$ cat src/rtl/mem_rdata_tracker_pkg.sv
// Shared defaults and helpers for the MEM-stage load-response tracker.
// Holds the bus defaults, the counter width derivation and the error-cause record.
package mem_rdata_tracker_pkg;

    localparam int MEM_DATA_W        = 32;
    localparam int MEM_MAX_OUTST     = 4;
    localparam int MEM_RSP_BUF_DEPTH = 2;

    // Width needed to hold 0..max_outst inclusive.
    function automatic int cnt_w(input int max_outst);
        return $clog2(max_outst + 1);
    endfunction

    typedef struct packed {
        logic orphan_rsp;   // response with nothing in flight
        logic req_blocked;  // request issued while not allowed
        logic fifo_ovf;     // push into a full response buffer
        logic cnt_ovf;      // a counter would pass MAX_OUTST
    } err_cause_t;

endpackage

$ cat src/rtl/mem_rdata_tracker_if.sv
// Request/response bus between the dcache, the MEM stage and the load-response tracker.
// The master side is the pipeline/cache environment; the slave side is the tracker.
interface mem_rdata_tracker_if
    import mem_rdata_tracker_pkg::*;
#(
    parameter int DATA_W = MEM_DATA_W,
    parameter int CNT_W  = cnt_w(MEM_MAX_OUTST)
);

    logic              req_fire;
    logic              req_allow;
    logic              flush;
    logic              cache_rdata_ok;
    logic [DATA_W-1:0] cache_rdata;
    logic              rsp_valid;
    logic              rsp_ready;
    logic [DATA_W-1:0] rsp_data;
    logic [CNT_W-1:0]  live_cnt;
    logic [CNT_W-1:0]  cancel_cnt;
    logic              error;

    modport master (
        output req_fire,
        output flush,
        output cache_rdata_ok,
        output cache_rdata,
        output rsp_ready,
        input  req_allow,
        input  rsp_valid,
        input  rsp_data,
        input  live_cnt,
        input  cancel_cnt,
        input  error
    );

    modport slave (
        input  req_fire,
        input  flush,
        input  cache_rdata_ok,
        input  cache_rdata,
        input  rsp_ready,
        output req_allow,
        output rsp_valid,
        output rsp_data,
        output live_cnt,
        output cancel_cnt,
        output error
    );

endinterface

$ cat src/rtl/mem_rsp_fifo.sv
// Small synchronous response FIFO with a combinational head (first-word fall-through).
// Push while full is accepted only when the head pops in the same cycle.
module mem_rsp_fifo #(
    parameter int W     = 32,
    parameter int DEPTH = 2
) (
    input  logic                       clk,
    input  logic                       rst,
    input  logic                       push,
    input  logic                       pop,
    input  logic                       clear,
    input  logic [W-1:0]               din,
    output logic [W-1:0]               dout,
    output logic                       empty,
    output logic                       full,
    output logic [$clog2(DEPTH+1)-1:0] count
);

    localparam int PTR_W = (DEPTH > 1) ? $clog2(DEPTH) : 1;
    localparam int CW    = $clog2(DEPTH + 1);

    logic [W-1:0]     mem [DEPTH];
    logic [PTR_W-1:0] wr_ptr_reg;
    logic [PTR_W-1:0] rd_ptr_reg;
    logic [CW-1:0]    count_reg;
    logic             wr_en;
    logic             rd_en;

    // Explicit wrap keeps DEPTH=1 working with a 1-bit pointer.
    function automatic logic [PTR_W-1:0] ptr_inc(input logic [PTR_W-1:0] p);
        return (p == PTR_W'(DEPTH - 1)) ? '0 : p + PTR_W'(1);
    endfunction

    assign empty = (count_reg == '0);
    assign full  = (count_reg == CW'(DEPTH));
    assign wr_en = push && !clear && (!full || pop);
    assign rd_en = pop && !clear && !empty;
    assign dout  = mem[rd_ptr_reg];
    assign count = count_reg;

    always_ff @(posedge clk or posedge rst) begin
        if (rst) begin
            wr_ptr_reg <= '0;
            rd_ptr_reg <= '0;
            count_reg  <= '0;
        end else if (clear) begin
            wr_ptr_reg <= '0;
            rd_ptr_reg <= '0;
            count_reg  <= '0;
        end else begin
            if (wr_en) begin
                wr_ptr_reg <= ptr_inc(wr_ptr_reg);
            end
            if (rd_en) begin
                rd_ptr_reg <= ptr_inc(rd_ptr_reg);
            end
            count_reg <= count_reg + CW'(wr_en) - CW'(rd_en);
        end
    end

    always_ff @(posedge clk) begin
        if (wr_en) begin
            mem[wr_ptr_reg] <= din;
        end
    end

endmodule

$ cat src/rtl/mem_rdata_tracker.sv
// MEM-stage load-response tracker: counts live and flush-cancelled reads in flight,
// drops orphaned responses and returns live ones in order, bypassing the buffer when possible.
module mem_rdata_tracker
    import mem_rdata_tracker_pkg::*;
#(
    parameter int DATA_W    = MEM_DATA_W,
    parameter int MAX_OUTST = MEM_MAX_OUTST,
    parameter int BUF_DEPTH = MEM_RSP_BUF_DEPTH
) (
    input  logic               clk,
    input  logic               rst,
    mem_rdata_tracker_if.slave bus
);

    localparam int          CNT_W   = cnt_w(MAX_OUTST);
    localparam int          FCNT_W  = $clog2(BUF_DEPTH + 1);
    localparam logic [31:0] MAX_W   = 32'(MAX_OUTST);
    localparam logic [31:0] DEPTH_W = 32'(BUF_DEPTH);

    logic [CNT_W-1:0]  live_cnt_reg;
    logic [CNT_W-1:0]  live_cnt_next;
    logic [CNT_W-1:0]  cancel_cnt_reg;
    logic [CNT_W-1:0]  cancel_cnt_next;
    logic              error_reg;
    logic              error_next;

    logic [31:0]       live_sum;
    logic [31:0]       cancel_sum;
    logic              rsp_live;
    logic              rsp_cancel;
    logic              bypass;
    logic              push;
    logic              pop;
    logic              req_allow;
    logic              rsp_valid;
    logic [DATA_W-1:0] rsp_data;
    logic              fifo_empty;
    logic              fifo_full;
    logic [FCNT_W-1:0] fifo_cnt;
    logic [DATA_W-1:0] fifo_dout;
    err_cause_t        err_cause;

    // Cancelled requests are always the oldest, so they own the next responses.
    // A response with nothing in flight has no owner and is discarded.
    assign rsp_cancel = bus.cache_rdata_ok && (cancel_cnt_reg != '0);
    assign rsp_live   = bus.cache_rdata_ok && (cancel_cnt_reg == '0) && (live_cnt_reg != '0);

    assign bypass = rsp_live && fifo_empty && bus.rsp_ready && !bus.flush;
    assign push   = rsp_live && !bypass && !bus.flush;
    assign pop    = !fifo_empty && bus.rsp_ready && !bus.flush;

    assign rsp_valid = !bus.flush && (!fifo_empty || bypass);

    always_comb begin
        rsp_data = '0;
        if (!bus.flush) begin
            if (!fifo_empty) begin
                rsp_data = fifo_dout;
            end else if (bypass) begin
                rsp_data = bus.cache_rdata;
            end
        end
    end

    // Reserving a buffer slot per live request means a late response can always be parked.
    assign req_allow = ((32'(live_cnt_reg) + 32'(cancel_cnt_reg)) < MAX_W) &&
                       ((32'(live_cnt_reg) + 32'(fifo_cnt)) < DEPTH_W);

    mem_rsp_fifo #(
        .W     (DATA_W),
        .DEPTH (BUF_DEPTH)
    ) u_rsp_fifo (
        .clk   (clk),
        .rst   (rst),
        .push  (push),
        .pop   (pop),
        .clear (bus.flush),
        .din   (bus.cache_rdata),
        .dout  (fifo_dout),
        .empty (fifo_empty),
        .full  (fifo_full),
        .count (fifo_cnt)
    );

    // Counter arithmetic is done wide so overflow can be detected and clamped.
    always_comb begin
        live_sum   = 32'(live_cnt_reg);
        cancel_sum = 32'(cancel_cnt_reg);
        if (bus.flush) begin
            cancel_sum = cancel_sum + live_sum + 32'(bus.req_fire);
            if (bus.cache_rdata_ok && (cancel_sum != '0)) begin
                cancel_sum = cancel_sum - 32'd1;
            end
            live_sum = '0;
        end else begin
            if (bus.req_fire) begin
                live_sum = live_sum + 32'd1;
            end
            if (rsp_live) begin
                live_sum = live_sum - 32'd1;
            end
            if (rsp_cancel) begin
                cancel_sum = cancel_sum - 32'd1;
            end
        end
    end

    assign live_cnt_next   = (live_sum > MAX_W)   ? CNT_W'(MAX_OUTST) : live_sum[CNT_W-1:0];
    assign cancel_cnt_next = (cancel_sum > MAX_W) ? CNT_W'(MAX_OUTST) : cancel_sum[CNT_W-1:0];

    always_comb begin
        err_cause             = '0;
        err_cause.orphan_rsp  = bus.cache_rdata_ok && (live_cnt_reg == '0) && (cancel_cnt_reg == '0);
        err_cause.req_blocked = bus.req_fire && !req_allow;
        err_cause.fifo_ovf    = push && fifo_full && !pop;
        err_cause.cnt_ovf     = (live_sum > MAX_W) || (cancel_sum > MAX_W);
    end

    assign error_next = error_reg || (|err_cause);

    always_ff @(posedge clk or posedge rst) begin
        if (rst) begin
            live_cnt_reg   <= '0;
            cancel_cnt_reg <= '0;
            error_reg      <= 1'b0;
        end else begin
            live_cnt_reg   <= live_cnt_next;
            cancel_cnt_reg <= cancel_cnt_next;
            error_reg      <= error_next;
        end
    end

    assign bus.req_allow  = req_allow;
    assign bus.rsp_valid  = rsp_valid;
    assign bus.rsp_data   = rsp_data;
    assign bus.live_cnt   = live_cnt_reg;
    assign bus.cancel_cnt = cancel_cnt_reg;
    assign bus.error      = error_reg;

endmodule

$ cat src/flat_wrapper.sv
// flat-port wrapper written by rule: the top's interface ports become plain ports
module mem_rdata_tracker_flat import mem_rdata_tracker_pkg::*;
#(
    parameter int DATA_W    = MEM_DATA_W,
    parameter int MAX_OUTST = MEM_MAX_OUTST,
    parameter int BUF_DEPTH = MEM_RSP_BUF_DEPTH
)
  (clk, rst, bus_req_fire, bus_flush, bus_cache_rdata_ok, bus_cache_rdata, bus_rsp_ready, bus_req_allow, bus_rsp_valid, bus_rsp_data, bus_live_cnt, bus_cancel_cnt, bus_error);
  mem_rdata_tracker_if #(.DATA_W(DATA_W), .CNT_W((cnt_w(4)))) bus_i ();
  input  logic clk;
  input  logic rst;
  input wire logic [$bits(bus_i.req_fire)-1:0] bus_req_fire;
  input wire logic [$bits(bus_i.flush)-1:0] bus_flush;
  input wire logic [$bits(bus_i.cache_rdata_ok)-1:0] bus_cache_rdata_ok;
  input wire logic [$bits(bus_i.cache_rdata)-1:0] bus_cache_rdata;
  input wire logic [$bits(bus_i.rsp_ready)-1:0] bus_rsp_ready;
  output wire logic [$bits(bus_i.req_allow)-1:0] bus_req_allow;
  output wire logic [$bits(bus_i.rsp_valid)-1:0] bus_rsp_valid;
  output wire logic [$bits(bus_i.rsp_data)-1:0] bus_rsp_data;
  output wire logic [$bits(bus_i.live_cnt)-1:0] bus_live_cnt;
  output wire logic [$bits(bus_i.cancel_cnt)-1:0] bus_cancel_cnt;
  output wire logic [$bits(bus_i.error)-1:0] bus_error;
  assign bus_i.req_fire = bus_req_fire;
  assign bus_i.flush = bus_flush;
  assign bus_i.cache_rdata_ok = bus_cache_rdata_ok;
  assign bus_i.cache_rdata = bus_cache_rdata;
  assign bus_i.rsp_ready = bus_rsp_ready;
  assign bus_req_allow = bus_i.req_allow;
  assign bus_rsp_valid = bus_i.rsp_valid;
  assign bus_rsp_data = bus_i.rsp_data;
  assign bus_live_cnt = bus_i.live_cnt;
  assign bus_cancel_cnt = bus_i.cancel_cnt;
  assign bus_error = bus_i.error;
  mem_rdata_tracker #(.DATA_W(DATA_W), .MAX_OUTST(MAX_OUTST), .BUF_DEPTH(BUF_DEPTH)) u_core (.clk(clk), .rst(rst), .bus(bus_i));
endmodule
$ cat config.mk
export PLATFORM = sky130hd
export DESIGN_NAME = mem_rdata_tracker_flat
export DESIGN_NICKNAME = d
export VERILOG_FILES = /design/src/rtl/mem_rdata_tracker_pkg.sv /design/src/rtl/mem_rdata_tracker_if.sv /design/src/rtl/mem_rsp_fifo.sv /design/src/rtl/mem_rdata_tracker.sv /design/src/flat_wrapper.sv
export SDC_FILE = /design/constraint.sdc
export NUM_CORES = 1
export LEC_CHECK = 0
export BUFFER_PORTS_ARGS = -buffer_cell sky130_fd_sc_hd__buf_2
export CAP_MARGIN = 15
export CORE_MARGIN = 2
export CORE_UTILIZATION = 55
export DETAILED_ROUTE_END_ITERATION = 7
export PLACE_DENSITY = 0.8
export SLEW_MARGIN = 20
export SYNTH_ARGS = -nofsm -noshare
export SYNTH_HDL_FRONTEND = slang
export SYNTH_SLANG_ARGS = --single-unit
$ cat constraint.sdc
create_clock -name clk -period 3.9 [get_ports clk]
set_clock_uncertainty 0.1 [all_clocks]
set_input_delay 0.585 -clock clk [delete_from_list [all_inputs] [get_ports clk]]
set_output_delay 0.585 -clock clk [all_outputs]
set_load 0.02 [all_outputs]
# Word-level counts from Yosys, hierarchy flattened
# Memories as Yosys holds them, arrays and structs flattened.
# Cells that the tools add are included.
op_classes:
  n_addsub: 11
  n_mul: 0
  n_div: 0
  n_lt_le_gt_ge: 4
  eq_ne: 1
  shift: 0
  muxes: 21
  bitwise: 0
  n_reduce_logical: 41
op_table:
  columns: ["op", "n"]
  rows:
  - ["$mux 32", 10]
  - ["$gt 32x3->1 const B", 2]
  - ["$sub 32x1->32 const B", 2]
  - ["$add 32x1->32", 1]
  - ["$lt 32x2->1 const B", 1]
  - ["$lt 32x3->1 const B", 1]
  - ["$reduce_bool 32->1", 1]
  - ["$logic_and 1x1->1", 22]
  - ["$mux 1", 8]
  - ["$logic_not 1->1", 6]
  - ["$logic_not 3->1", 2]
  - ["$mux 3", 2]
  - ["$reduce_bool 3->1", 2]
  - ["$add 3x1->4 const B", 1]
  - ["$add 3x2->4", 1]
  - ["$add 3x3->4", 1]
  - ["$logic_or 1x1->1", 4]
  - ["$reduce_bool 2->1", 2]
  - ["$reduce_or 4->1", 1]
  - ["$sub 3x1->4 const B", 1]
  - ["$add 1x1->1 const B", 2]
  - ["$add 2x1->2", 1]
  - ["$eq 2x2->1 const B", 1]
  - ["$logic_not 2->1", 1]
  - ["2 further kinds", 2]
totals:
  reg_bits: 11
  latch_bits: 0
  ramBits: 64
  mem_bits_ro: 0
  elab_cells: 85
  mem_count: 1
memory_table:
  columns: ["name", "depth", "width", "read_ports", "rd_ports_with_merged_regs", "write_ports", "line", "rtl"]
  rows:
  - ["u_core.u_rsp_fifo.mem", 2, 32, 1, 0, 1, "mem_rsp_fifo.sv:22", "logic [W-1:0] mem [DEPTH];"]

# Longest topological paths before layout
logic_depth:
  word_depth: 14
  ltp_mapped: 14
  mapped_depth_nobuf: 13

# By module
# From an unflattened synthesis, not the netlist that was laid out.
unflattened:
  hier_cells: 308
  hier_area_um2: 3973.8
by_module_without_submodules:
  columns: ["module", "instances", "cells_each", "area_each_um2", "seq_area_each_um2"]
  rows:
  - ["mem_rsp_fifo", 1, 125, 2537.4, 2021.9]
  - ["mem_rdata_tracker", 1, 183, 1436.4, 175.2]

# Worst setup path after synthesis
# No wires, ideal clock.
synth_timing:
  path_kind: "flip-flop to flip-flop"
  from: "reg u_core.live_cnt_reg[0] (netlist: u_core.bus.live_cnt[0])"
  to: "mem u_core.u_rsp_fifo.mem[0][0] (enable)"
  setup_ns: 0.421
  t_arrival_ns: 3.012
  required_ns: 3.379
  path_slack_ns: 0.367
  stages_incl_launch_ff: 9
  path_buffers: 1
  period_less_slack_ns: 3.533
  path_cell_list: "dfrtp_1 clkbuf_1 inv_1 ha_1 nand2b_1 nand3_1 nor2_1 o21ai_0 nor2_1"
synth_via:
  elab_chain_cells: 12
synth_lines:
  columns: ["item", "line", "rtl"]
  rows:
  - ["start: declaration", "mem_rdata_tracker.sv:20", "logic [CNT_W-1:0] live_cnt_reg;"]
  - ["start signal: assignment", "mem_rdata_tracker.sv:127", "live_cnt_reg <= live_cnt_next;"]
  - ["$reduce_bool 3->1 *", "mem_rdata_tracker.sv:46", "assign rsp_live = bus.cache_rdata_ok && (cancel_cnt_reg == '0) && (live_cnt_reg != '0);"]
  - ["$logic_and 1x1->1 *", "mem_rdata_tracker.sv:46", null]
  - ["$logic_and 1x1->1 (3 in series)", "mem_rdata_tracker.sv:48", "assign bypass = rsp_live && fifo_empty && bus.rsp_ready && !bus.flush;"]
  - ["$logic_not 1->1", "mem_rdata_tracker.sv:49", "assign push = rsp_live && !bypass && !bus.flush;"]
  - ["$logic_and 1x1->1 * (2 in series)", "mem_rdata_tracker.sv:49", null]
  - ["$logic_and 1x1->1 * (2 in series)", "mem_rsp_fifo.sv:36", "assign wr_en = push && !clear && (!full || pop);"]
  - ["$mux 1 *", "mem_rsp_fifo.sv:62", "if (wr_en) begin"]
  - ["$mux 1 (implied by the code) *", "mem_rsp_fifo.sv:63", "mem[wr_ptr_reg] <= din;"]
  - ["end: declaration", "mem_rsp_fifo.sv:22", null]
# Mark *: on every way between the ends. The rest lies on a longest branch, timed or not.

# Final worst setup path
layout_timing:
  from: "reg u_core.live_cnt_reg[0] (netlist: u_core.bus.live_cnt[0])"
  to: "out bus_rsp_data[4]"
layout_via:
  elab_chain_cells: 8
layout_lines:
  columns: ["item", "line", "rtl"]
  rows:
  - ["$reduce_bool 3->1", "mem_rdata_tracker.sv:46", null]
  - ["$logic_and 1x1->1", "mem_rdata_tracker.sv:46", null]
  - ["$logic_and 1x1->1 (3 in series)", "mem_rdata_tracker.sv:48", null]
  - ["$mux 32", "mem_rdata_tracker.sv:59", "end else if (bypass) begin"]
  - ["$mux 32", "mem_rdata_tracker.sv:57", "if (!fifo_empty) begin"]
  - ["$mux 32", "mem_rdata_tracker.sv:56", "if (!bus.flush) begin"]
  - ["end: declaration", "flat_wrapper.sv:19", "output wire logic [$bits(bus_i.rsp_data)-1:0] bus_rsp_data;"]
# Every way passes these cells.

==> qor.csv <==
stage;metric;value;unit
logic_synthesis;synthTopCellsByArea;edfxtp_1 47%, mux2i_1 8.9%, dfrtp_1 6.8%, ha_1 5.2%, o21ai_0 4.3%;
logic_synthesis;yosys.area.top_type;edfxtp_1;
route;vias;2961;
global_routing;grt_usage;21.0;%
final_layout;final_core_util;65.9;%
sta;finalHoldViolCount;0;
global_routing;grt_pass1_wl;13.6;mm
die;rows;31;
place;portBuffers;78;
power_and_ir_drop;leakage;1.87;nW
global_routing;grt_pass1_vias;2855;
clocking;post-cts-setup-buffers;0;
logic_synthesis;synth-edff-count;64;
place;dp_slack;0.522;ns
route;dr.pass1.iters;4;
logic_synthesis;syn-instance-count;352;
sta;setup-tns-final;0;ns
sta;min_period_over_period;91.7;%
critical_path;required;3.21;ns
critical_path;timing_worst_setup_path_type;reg2out;
logic_synthesis;yosysSeqAreaShare;54.1;%
logic_synthesis;synth_cell_types;54;
logic_synthesis;synth-async-reset-ratio;14.7;%
power_and_ir_drop;clkPwrFrac;21.2;%
logic_synthesis;synthTopCellsByCount;64 x edfxtp_1, 41 x nand2_1, 36 x mux2i_1, 35 x o21ai_0, 20 x nor2_1;
sta;max_freq;0.280;GHz
power_and_ir_drop;p_sw;0.986;mW
sta;drv_slew;0;
clocking;clockBufferDepth;2;
critical_path;worstPathMaxFanout;12;
global_routing;overflow;0;
logic_synthesis;synth_most_common_cell;edfxtp_1;
power_and_ir_drop;power.density;561;nW/µm²
logic_synthesis;yosysTopAreaCellShare;47.3;%
die;die_w;89.9;µm
route;ant_nets;0;
run;max-cap-violations;0;
final_layout;drive_gt1_share;25.1;%
clocking;cts-resized-gates;0;
sta;relSlewSlack;34.5;%
die;boundaryPins;79;
critical_path;cp-start-kind;flip-flop;
power_and_ir_drop;intPower;1.68;mW
power_and_ir_drop;power.share.sequential;37.1;%
clocking;cts_buffers;9;
die;initial_core_util;56.3;%
critical_path;arrival;2.89;ns
logic_synthesis;ys_ff_latch;75;
clocking;root_buffer;clkbuf_8;
final_layout;largest_reg_flops;64;
sta;tightest_slew;0.972;ns
logic_synthesis;synthesis.area;4060;µm²
outcome;status;finished, final reports clean;
final_layout;multi_input_area;1750;µm²
route;drc;0;
final_layout;syn_to_final_growth;17.0;%
final_layout;seq_area;2200;µm²
sta;setup_violations;0;
final_layout;nets;483;
logic_synthesis;syn_avg_cell_area;11.5;µm²
logic_synthesis;synth_flop_cell;edfxtp_1;
global_routing;antenna_found_initial;0;
logic_synthesis;yosys_warnings;0;
clocking;clkTransAtPathRegs;0.07;ns
power_and_ir_drop;ir_drop;0.316;mV
final_layout;fill_cells;563;
route;wire_per_inst;15.7;µm
place;dp_hpwl;5.84;mm
place;place.gp.congestion;0.907;
critical_path;worst-r2r-cell-count;11;
power_and_ir_drop;combPwrFrac;41.7;%
clocking;tritoncts;yes;
place;dpl_cell_area;4560;µm²
clocking;holdBufCountCts;0;
route;viasPerCell;5.60;
worst_hold_path;hp-class;in2async;
final_layout;diodes;0;
die;die_h;89.9;µm
die;fp.dieArea;8090;µm²
final_layout;fin_area;4750;µm²
sta;finalWorstPathRequiredPeriod;3.57;ns
sta;rsz0062_at_grt;false;
power_and_ir_drop;switching_share;37.0;%
clocking;clkSinkCount;75;
critical_path;end_kind;primary output;
die;design.core.area;7210;µm²
global_routing;grt_max_degree;34;
clocking;clock_latency;0.34;ns
route;routed_wl;8.33;mm
clocking;ctsHtreeMaxLevel;3;
route;drt_iter0_markers;183;
logic_synthesis;syn_nets;409;
sta;setup_slack;0.325;ns
[area by class of cell]
type                            count  area share (%)
Sequential cell                    75            46.3
Multi-Input combinational cell    242            36.8
Timing Repair Buffer               82            9.11
Clock buffer                        9            2.61
Tap cell                           99            2.61
Clock inverter                      6            1.37
Inverter                           16            1.26
[final timing paths]
check	to	slack, ns	startpoint
worst max-delay path	bus_rsp_data[4]	0.33	u_core.bus.live_cnt[0]
worst min-delay path	u_core.bus.cancel_cnt[0]	0.13	rst
worst max register to register	u_core.bus.cancel_cnt[1]	0.46	u_core.bus.live_cnt[0]
worst min register to register	u_core.u_rsp_fifo.mem[0][24]	0.58	u_core.u_rsp_fifo.wr_ptr_reg
max in group asynchronous	u_core.u_rsp_fifo.rd_ptr_reg	3.23	rst
min in group clk	u_core.u_rsp_fifo.mem[1][16]	0.34	bus_cache_rdata[16]
[worst max-delay path: stages, from the launching register on]
cell	delay, ns
dfrtp_1	0.55
inv_1	0.11
ha_1	0.22
nand2b_1	0.09
nand3_1	0.21
nor2_1	0.22
and3_1	0.48
buf_4	0.27
nand2_1	0.07
o21ai_0	0.11
buf_2	0.21
[cell families (layout without fill, tap and decap cells)]
logic type | count (synthesis) | after routing | synth area share (%)
mux | 37 | 37 | 9.24
xor+xnor | 16 | 16 | 3.82
compound gates | 74 | 74 | 11.4
simple gates | 96 | 96 | 11.7
fa+ha+maj | 19 | 19 | 6.22
flops | 75 | 75 | 54.1
buf+inv | 35 | 113 | 3.51
[layer usage]
metal,global-route usage (%),wire (µm),vias to the layer above
li1,-,-,1432
met1,26.9,3590,1426
met4,5.90,100,0
met2,35.5,4150,92
met3,5.70,479,11
met5,0,0,-
[power groups by stage]
stage          Clock, mW  Sequential [mW]  Combinational (mW)
6_report           0.565            0.988                1.11
2_1_floorplan          0            0.992               0.841
5_1_grt            0.608            0.996                1.23
4_1_cts            0.577            0.987                1.11
3_5_place_dp           0             1.00                1.10
3_3_place_gp           0             1.00                1.06
[through the flow]
stage / power (mW) / std cells / hold WS (ns)
floorplan: 1.83 / 352 / 0.337
global placement: 2.06 / 514 / 0.495
detailed placement: 2.10 / 514 / 0.509
CTS: 2.67 / 529 / 0.138
global route: 2.83 / 529 / 0.160
finish: 2.66 / 529 / 0.132
[placed cells by master, fill, tap and decap left out, types with 4 or more instances in the layout]
| cell | instances |
|---|---|
| buf_2 | 78 |
| edfxtp_1 | 64 |
| nand2_1 | 41 |
| mux2i_1 | 36 |
| o21ai_0 | 34 |
| nor2_1 | 18 |
| ha_1 | 17 |
| inv_1 | 16 |
| xnor2_1 | 10 |
| dfrtp_1 | 10 |
| clkbuf_8 | 9 |
| a21oi_1 | 6 |
| nand2b_1 | 5 |
| o21ai_1 | 5 |
| xor2_1 | 4 |
| and2_1 | 4 |
| a31oi_1 | 4 |
(Power assumes the default switching activity.)
